File: src/rtl/cla_mp_sequencer_if.sv
`default_nettype none
// ============================================================================
// Module   : cla_mp_sequencer_if
// Brief    : Operand/result handshakes and shared 8-bit adder slice port.
// Revision : 1.0
// ============================================================================
interface cla_mp_sequencer_if #(
    parameter int NBYTES = 4
);
    logic                  start_valid;
    logic                  start_ready;
    logic [8*NBYTES-1:0]   op_a;
    logic [8*NBYTES-1:0]   op_b;
    logic                  sub;
    logic [7:0]            add_a;
    logic [7:0]            add_b;
    logic                  add_cin;
    logic [7:0]            add_sum;
    logic                  add_cout;
    logic                  res_valid;
    logic                  res_ready;
    logic [8*NBYTES-1:0]   result;
    logic                  carry_out;
    logic                  overflow;

    modport slave (
        input  start_valid, op_a, op_b, sub, add_sum, add_cout, res_ready,
        output start_ready, add_a, add_b, add_cin, res_valid, result, carry_out, overflow
    );

    modport master (
        output start_valid, op_a, op_b, sub, add_sum, add_cout, res_ready,
        input  start_ready, add_a, add_b, add_cin, res_valid, result, carry_out, overflow
    );
endinterface
`default_nettype wire

File: src/rtl/cla_mp_sequencer.sv
`default_nettype none
// ============================================================================
// Module   : cla_mp_sequencer
// Brief    : Multi-precision add/sub controller time-sharing one 8-bit adder.
// Revision : 1.0
// ============================================================================
module cla_mp_sequencer #(
    parameter int NBYTES = 4
) (
    input  logic                clk,
    input  logic                rst,
    cla_mp_sequencer_if.slave   bus
);
    localparam int W     = 8 * NBYTES;
    localparam int IDX_W = (NBYTES > 1) ? $clog2(NBYTES) : 1;
    localparam logic [IDX_W-1:0] C_LAST_IDX = IDX_W'(NBYTES - 1);

    localparam logic [1:0] S_IDLE = 2'd0;
    localparam logic [1:0] S_RUN  = 2'd1;
    localparam logic [1:0] S_DONE = 2'd2;

    logic [1:0]       r_state;
    logic [IDX_W-1:0] r_idx;
    logic [W-1:0]     r_a;
    logic [W-1:0]     r_b;
    logic [W-1:0]     r_result;
    logic             r_sub;
    logic             r_carry;
    logic             r_carry_out;
    logic             r_overflow;
    logic [7:0]       w_a_byte;
    logic [7:0]       w_b_byte;

    always_comb begin
        w_a_byte = r_a[8*int'(r_idx) +: 8];
        w_b_byte = r_b[8*int'(r_idx) +: 8];
    end

    // Adder inputs come only from registered state, so no input reaches an output combinationally.
    always_comb begin
        bus.add_a   = 8'd0;
        bus.add_b   = 8'd0;
        bus.add_cin = 1'b0;
        if (r_state == S_RUN) begin
            bus.add_a   = w_a_byte;
            bus.add_b   = w_b_byte ^ {8{r_sub}};
            bus.add_cin = r_carry;
        end
    end

    assign bus.start_ready = (r_state == S_IDLE);
    assign bus.res_valid   = (r_state == S_DONE);
    assign bus.result      = r_result;
    assign bus.carry_out   = r_carry_out;
    assign bus.overflow    = r_overflow;

    always_ff @(posedge clk or posedge rst) begin
        if (rst) begin
            r_state     <= S_IDLE;
            r_idx       <= '0;
            r_a         <= '0;
            r_b         <= '0;
            r_result    <= '0;
            r_sub       <= 1'b0;
            r_carry     <= 1'b0;
            r_carry_out <= 1'b0;
            r_overflow  <= 1'b0;
        end else begin
            case (r_state)
                S_IDLE: begin
                    if (bus.start_valid) begin
                        r_a     <= bus.op_a;
                        r_b     <= bus.op_b;
                        r_sub   <= bus.sub;
                        // Subtraction is A + ~B + 1: the +1 enters as the first carry-in.
                        r_carry <= bus.sub;
                        r_idx   <= '0;
                        r_state <= S_RUN;
                    end
                end
                S_RUN: begin
                    r_result[8*int'(r_idx) +: 8] <= bus.add_sum;
                    r_carry <= bus.add_cout;
                    if (r_idx == C_LAST_IDX) begin
                        r_carry_out <= bus.add_cout;
                        r_overflow  <= (bus.add_a[7] == bus.add_b[7]) &&
                                       (bus.add_sum[7] != bus.add_a[7]);
                        r_idx       <= '0;
                        r_state     <= S_DONE;
                    end else begin
                        r_idx <= r_idx + 1'b1;
                    end
                end
                S_DONE: begin
                    if (bus.res_ready) begin
                        r_state <= S_IDLE;
                    end
                end
                default: begin
                    r_state <= S_IDLE;
                end
            endcase
        end
    end
endmodule
`default_nettype wire
File: src/flat_wrapper.sv
// flat-port wrapper written by rule: the top's interface ports become plain ports
module cla_mp_sequencer_flat 
#(
    parameter int NBYTES = 4
)
  (clk, rst, bus_start_valid, bus_op_a, bus_op_b, bus_sub, bus_add_sum, bus_add_cout, bus_res_ready, bus_start_ready, bus_add_a, bus_add_b, bus_add_cin, bus_res_valid, bus_result, bus_carry_out, bus_overflow);
  cla_mp_sequencer_if #(.NBYTES(NBYTES)) bus_i ();
  input  logic clk;
  input  logic rst;
  input wire logic [$bits(bus_i.start_valid)-1:0] bus_start_valid;
  input wire logic [$bits(bus_i.op_a)-1:0] bus_op_a;
  input wire logic [$bits(bus_i.op_b)-1:0] bus_op_b;
  input wire logic [$bits(bus_i.sub)-1:0] bus_sub;
  input wire logic [$bits(bus_i.add_sum)-1:0] bus_add_sum;
  input wire logic [$bits(bus_i.add_cout)-1:0] bus_add_cout;
  input wire logic [$bits(bus_i.res_ready)-1:0] bus_res_ready;
  output wire logic [$bits(bus_i.start_ready)-1:0] bus_start_ready;
  output wire logic [$bits(bus_i.add_a)-1:0] bus_add_a;
  output wire logic [$bits(bus_i.add_b)-1:0] bus_add_b;
  output wire logic [$bits(bus_i.add_cin)-1:0] bus_add_cin;
  output wire logic [$bits(bus_i.res_valid)-1:0] bus_res_valid;
  output wire logic [$bits(bus_i.result)-1:0] bus_result;
  output wire logic [$bits(bus_i.carry_out)-1:0] bus_carry_out;
  output wire logic [$bits(bus_i.overflow)-1:0] bus_overflow;
  assign bus_i.start_valid = bus_start_valid;
  assign bus_i.op_a = bus_op_a;
  assign bus_i.op_b = bus_op_b;
  assign bus_i.sub = bus_sub;
  assign bus_i.add_sum = bus_add_sum;
  assign bus_i.add_cout = bus_add_cout;
  assign bus_i.res_ready = bus_res_ready;
  assign bus_start_ready = bus_i.start_ready;
  assign bus_add_a = bus_i.add_a;
  assign bus_add_b = bus_i.add_b;
  assign bus_add_cin = bus_i.add_cin;
  assign bus_res_valid = bus_i.res_valid;
  assign bus_result = bus_i.result;
  assign bus_carry_out = bus_i.carry_out;
  assign bus_overflow = bus_i.overflow;
  cla_mp_sequencer #(.NBYTES(NBYTES)) u_core (.clk(clk), .rst(rst), .bus(bus_i));
endmodule
File: config.mk
export PLATFORM = sky130hd
export DESIGN_NAME = cla_mp_sequencer_flat
export DESIGN_NICKNAME = d
export VERILOG_FILES = /design/src/rtl/cla_mp_sequencer_if.sv /design/src/rtl/cla_mp_sequencer.sv /design/src/flat_wrapper.sv
export SDC_FILE = /design/constraint.sdc
export NUM_CORES = 1
export LEC_CHECK = 0
export CELL_PAD_IN_SITES_DETAIL_PLACEMENT = 0
export CELL_PAD_IN_SITES_GLOBAL_PLACEMENT = 2
export CORE_MARGIN = 10
export CORE_UTILIZATION = 29
export DETAILED_ROUTE_END_ITERATION = 12
export MAX_ROUTING_LAYER = met4
export PLACE_DENSITY_LB_ADDON = 0.1
export SYNTH_ARGS = -nofsm -noshare
export SYNTH_HDL_FRONTEND = slang
export SYNTH_SLANG_ARGS = --single-unit
File: constraint.sdc
create_clock -name clk -period 4.69 [get_ports clk]
set_input_delay 1.1725 -clock clk [delete_from_list [all_inputs] [get_ports clk]]
set_output_delay 1.1725 -clock clk [all_outputs]
set_load 0.05 [all_outputs]
# After elaboration in Yosys (flattened, before gate mapping)
# Index checks and enable logic that the tools add are counted.
# word_totals
reg_bits,104
in_bits,78
out_inout_bits,53
elab_cells,44
# op_classes
add_sub_neg,2
bitwise_logic,1
n_eq_ne,8
n_reduce_logical,7
mux,13
shifts,4
# op_table
operator,count
$shiftx 32x6->8,2
$neg 5->33,1
$shift 8x33->32 const A,1
$shiftx 8x33->32,1
$bwmux 32,1
$mux 8,2
$mux 2,5
$xor 8x8->8,1
$ne 2x2->1 const B,3
$pmux 2 s3,1
$reduce_and 2->1,3
$eq 2x2->1 const B,2
$pmux 2 s2,1
$reduce_and 3->1,1
$add 2x1->2 const B,1
$eq 2x1->1 const B,1
$logic_not 2->1,1
$mux 1,2
$pmux 1 s2,1
$reduce_bool 2->1,1
$eq 1x1->1,1
$logic_and 1x1->1,1
$ne 1x1->1,1

# Depth between registers and ports, before layout
# Gate-level depths: netlist of the first run.
# depth
depth_word,5
mapped_depth,8
mapped_depth_nobuf,6

# Worst setup path before layout of the first run
# OpenSTA, ideal clock, no wires.
# synth_timing
path_kind,reg-to-output
from,register u_core.r_idx[0]
to,output port bus_add_b[0]
path_stages_with_launch,5
slack_ps,1504
required_ps,3518
path_buffers,1
t_arrival_ps,2013
cell_sequence,dfrtp_1 > buf_4 > mux4_2 > xnor2_1 > nor2_1
# synth_between
elab_chain_len,3
# synth_rtl
item,line_no,source
start: declaration,cla_mp_sequencer.sv:23,logic [IDX_W-1:0] r_idx;
start signal: assignment,cla_mp_sequencer.sv:91,r_idx <= r_idx + 1'b1;
$shiftx 32x6->8,cla_mp_sequencer.sv:36,w_b_byte = r_b[8*int'(r_idx) +: 8];
$xor 8x8->8,cla_mp_sequencer.sv:46,bus.add_b = w_b_byte ^ {8{r_sub}};
$mux 8,cla_mp_sequencer.sv:44,if (r_state == S_RUN) begin
end: declaration,flat_wrapper.sv:19,output wire logic [$bits(bus_i.add_b)-1:0] bus_add_b;
# No other way between the ends.

# Worst setup path after layout of the first run
# layout_timing
from,register u_core.r_idx[0]
to,output port bus_add_a[7]
# layout_between
elab_chain_len,2
# layout_rtl
item,line_no,source
$shiftx 32x6->8,cla_mp_sequencer.sv:35,w_a_byte = r_a[8*int'(r_idx) +: 8];
$mux 8,cla_mp_sequencer.sv:44,
end: declaration,flat_wrapper.sv:18,output wire logic [$bits(bus_i.add_a)-1:0] bus_add_a;
# No other way between the ends.

==> results of run 1 <==
==> worst max-delay path, stage by stage (launching register included) <==
cell and delay (ps):
dfrtp_2 560, buf_4 380, mux4_2 580, and2_1 180, clkdlybuf4s50_1 700
==> metrics by stage <==
step	power, mW	cell area [um^2]	std cells
global placement	4.35	6090	766
global route	5.37	6370	782
CTS	5.12	6370	782
finish	5.04	6370	782
floorplan	3.46	4560	440
detailed placement	4.37	6090	766
==> layout make-up <==
cell class,count,area share
clock buffer,9,0.0353
clock inverter,7,0.00962
inverter,5,0.00334
multi-input combinational,309,0.289
sequential,104,0.409
tap,211,0.0414
timing repair buffer,137,0.212
==> flip-flops by register name, indices dropped and copies added (netlist names) <==
| register | cells |
|---|---|
| u_core.r_b | 32 |
| u_core.bus.overflow | 1 |
| u_core.r_a | 32 |
| u_core.r_idx | 2 |
| u_core.bus.result | 32 |
| u_core.r_state | 2 |
| u_core.r_carry | 1 |
| u_core.r_sub | 1 |
| u_core.bus.carry_out | 1 |
==> report_power, final <==
part / switching (mW) / internal, mW / total (mW)
Combinational: 1.71 / 1.04 / 2.75
Clock: 0.360 / 0.371 / 0.731
Sequential: 0.268 / 1.30 / 1.56
Total: 2.33 / 2.71 / 5.04
==> metal layers <==
metal / routed length, um / global-route usage / up-vias
li1: - / - / 1702
met3: 671 / 0.0351 / 12
met5: 0 / - / -
met1: 5920 / 0.157 / 1684
met2: 6400 / 0.211 / 94
met4: 147 / 0.0364 / 0
==> path summary, 6_finish.rpt <==
check / start / endpoint / slack [ps] / cells after the start
max: u_core.r_idx[0] / bus_add_a[7] / 750 / 4
min: u_core.r_b[2] / u_core.r_b[2] / 470 / 2
max reg2reg: u_core.r_idx[0] / u_core.bus.result[0] / 2160 / 7
min reg2reg: u_core.r_b[2] / u_core.r_b[2] / 470 / 2
max in group asynchronous: rst / u_core.r_b[15] / 2510 / 3
min in group asynchronous: rst / u_core.bus.result[23] / 1370 / 2
==> layout by cell type (no fill, tap or decap), types with 4 or more instances in the layout <==
cell,n
dfrtp_1,103
buf_4,7
nand2b_1,4
nand3_1,5
clkbuf_16,9
nand2_1,202
clkdlybuf4s50_1,130
mux4_2,16
a22o_1,30
nor2_1,10
ha_1,6
xnor2_1,7
and2_1,9
==> logic make-up after synthesis <==
group,count (synthesis)
xor gates and xnor gates,8
buffers and inverters,27
adders and majority gates,6
DFF,104
and+or+nand+nor,241
AOI/OAI and AO/OA,37
muxes,17
==> run summary, run 1 <==
cells taking the most area after synthesis: dfrtp_1 57%, nand2_1 17%, mux4_2 7.9%, a22o_1 5.8%, ha_1 1.6%
CP Max Fanout: 17
layout cells sized above 1: 0.0893
Peak VDD IR: 0.304 mV
antenna violations before repair: 0
WL per Instance: 16.8 um
total die area: 21,100 um^2
Max Clock Freq: 254 MHz
Clock Skews: 8.90 ps
DRT antenna net count: 0
I/O pin total: 131
Yosys cell types: 29
core footprint: 15,300 um^2
total clock sinks: 104
Layout Utilization: 0.416
vias in the first global route: 3,817
worst endpoint required time: 3520 ps
Iter 0 DRT Violations: 156
Worst-Skew Late Latency: 360 ps
Reg clk slew, reported paths: 70 ps
FP Rows: 45
DR pass1 iterations: 4
YS warnings: 0
RSZ-0062 raised after global routing: false
nets@finish: 650
Lkg Pwr: 2.95 nW
Setup TNS: 0 ps
# diodes: 0
GRT Overall Usage: 0.130
critical path arrival: 2770 ps
fin. max-slew vios: 0
Area Overhead vs Synth: 39.8%
Multi-input gate area: 1840 um^2
Main synth FF type: dfrtp_1
DR vias: 3,492
Synth top area share: 0.571
clock tree buffer depth: 2
Netlist Area Pre-Place: 4560 um^2
Net Count, Synth: 524
#FFs+latches synth: 104
Synth Area in Adders: 0.0165
DRC: 0
root buf cell: clkbuf_16
final worst-path cycle share: 0.841
post-synthesis compound-gate area fraction: 0.0681
HP Class: reg2reg
Critical Path Source Type: flop
crit path setup slack, layout: 746 ps
initial core utilization: 0.298
slew margin rel.: 0.419
most numerous cell in the Yosys netlist: nand2_1
global placement routability congestion: 0.730
EDFF count, synth: 0
kind of critical path: reg2out
Detailed Place HPWL: 9.34 mm
outcome: finished, final reports clean
Die Y: 145 um
Cell Pwr Density: 791 nW/um^2
CTS tree: done
Hold Fails Final Rpt: 0
Period minus WS final: 3940 ps
mux cell area share after synthesis: 0.0815
Worst setup EP type: output port
Via density: 4.47
Overflow after GRT: 0
I/O Buffers: 130
Syn Inst Count: 440
Place WS: 1080 ps
Post-synth top cells: 203 x nand2_1, 104 x dfrtp_1, 30 x a22o_1
largest net degree at the start of global routing: 70
hold_ws: 474 ps
xor and xnor fraction of the mapped netlist area: 0.0170
post_cts resized: 0
Fillers: 1,559
Worst-Margin Slew: 872 ps
hold buffer count at cts: 0
# setup viols final: 0
Routed Wire Length: 13.1 mm
async set-reset flop share out of synthesis: 1.00
leading area contributor after synthesis: dfrtp_1
first-pass GRT wire length: 21.5 mm
largest family of logic cells by synthesized area: simple AND/OR/NAND/NOR gates
flip-flop and latch area: 2600 um^2
total of max-cap violations: 0
cts bufs inserted: 9
# Post-CTS Setup Buffers: 0
chip width: 145 um
average size of a mapped cell: 10.4 um^2
sequential-to-total area share from yosys stat: 0.571
Synth Area in Simple Gates: 0.221
H-tree lvl count: 3
No activity file was read; power rests on OpenSTA's default activity.
==> run 2: changes to the inputs <==
Clock period 4.69 ns to 4.01 ns, I/O delays scaled along.
==> run summary, run 2 (same netlist as run 1, synthesis figures left out) <==
fin. max-slew vios: 0
chip width: 145 um
Via density: 4.51
critical path arrival: 2540 ps
hold_ws: 469 ps
Area Overhead vs Synth: 39.6%
first-pass GRT wire length: 21.7 mm
Clock Skews: 7.18 ps
Cell Pwr Density: 924 nW/um^2
cts bufs inserted: 9
kind of critical path: reg2out
Die Y: 145 um
RSZ-0062 raised after global routing: false
Routed Wire Length: 13.3 mm
total clock sinks: 104
Period minus WS final: 3550 ps
Worst-Skew Late Latency: 360 ps
layout cells sized above 1: 0.103
Critical Path Source Type: flop
Reg clk slew, reported paths: 70 ps
global placement routability congestion: 0.765
H-tree lvl count: 3
# Post-CTS Setup Buffers: 0
GRT Overall Usage: 0.132
fin area: 6370 um^2
CP Max Fanout: 15
antenna violations before repair: 0
total die area: 21,100 um^2
HP Class: reg2reg
Setup TNS: 0 ps
total power: 5.88 mW
Lkg Pwr: 2.97 nW
vias in the first global route: 3,854
area post-placement: 6080 um^2
total of max-cap violations: 0
Place WS: 810 ps
Post-Place Cells: 766
commonest cells after routing, fill and taps aside: 202 x nand2_1, 122 x clkdlybuf4s50_1, 103 x dfrtp_1
Iter 0 DRT Violations: 176
initial core utilization: 0.298
I/O pin total: 131
Worst setup EP type: output port
DR pass1 iterations: 5
DR vias: 3,525
Layout Utilization: 0.416
non-filler cells, final: 782
flip-flop and latch area: 2600 um^2
Worst-Margin Slew: 795 ps
# setup viols final: 0
DRT antenna net count: 0
Fillers: 1,547
# diodes: 0
Detailed Place HPWL: 9.42 mm
core footprint: 15,300 um^2
crit path setup slack, layout: 463 ps
outcome: finished, final reports clean
largest net degree at the start of global routing: 54
Peak VDD IR: 0.475 mV
I/O Buffers: 130
WL per Instance: 17.0 um
Hold Fails Final Rpt: 0
worst endpoint required time: 3010 ps
post_cts resized: 0
FP Rows: 45
DRC: 0
CTS tree: done
Multi-input gate area: 1840 um^2
slew margin rel.: 0.468
Max Clock Freq: 282 MHz
Overflow after GRT: 0
root buf cell: clkbuf_16
nets@finish: 650
most common cell after layout, fill and taps aside: nand2_1
hold buffer count at cts: 0
clock tree buffer depth: 2
final worst-path cycle share: 0.885
==> run 2: cell type report <==
type,instances,area share
multi-input cells,309,0.290
inverters,5,0.00334
flip-flops and latches,104,0.409
repair buffers,137,0.211
well taps,211,0.0415
clock buffers,9,0.0354
clock inverters,7,0.00963
==> run 2: worst paths after layout <==
check	endpoint	start	cells past startpoint	slack (ps)
max in group asynchronous	u_core.r_idx[0]	rst	3	2140
worst max register to register	u_core.bus.result[0]	u_core.r_idx[1]	7	1570
worst max-delay path	bus_add_a[7]	u_core.r_idx[0]	3	460
worst min-delay path	u_core.r_b[19]	u_core.r_b[19]	2	470
worst min register to register	u_core.r_b[19]	u_core.r_b[19]	2	470
min in group asynchronous	u_core.r_a[8]	rst	2	1110
==> run 2: power breakdown <==
part	total [mW]	internal (mW)	switching [mW]	leakage (nW)
clock network	0.868	0.434	0.434	0.135
logic	3.17	1.19	1.98	1.50
registers	1.84	1.52	0.327	1.33
==> run 2: metal layers <==
metal | routed length, um | GRT usage
met2 | 6360 | 0.206
met3 | 668 | 0.0404
met5 | 0 | -
met1 | 6200 | 0.167
met4 | 104 | 0.0243
==> run 2: worst max-delay path, cell delays in order, from the launching register on <==
cell             delay [ps]
dfrtp_2                 690
mux4_2                  600
and2_1                  200
clkdlybuf4s50_1         700
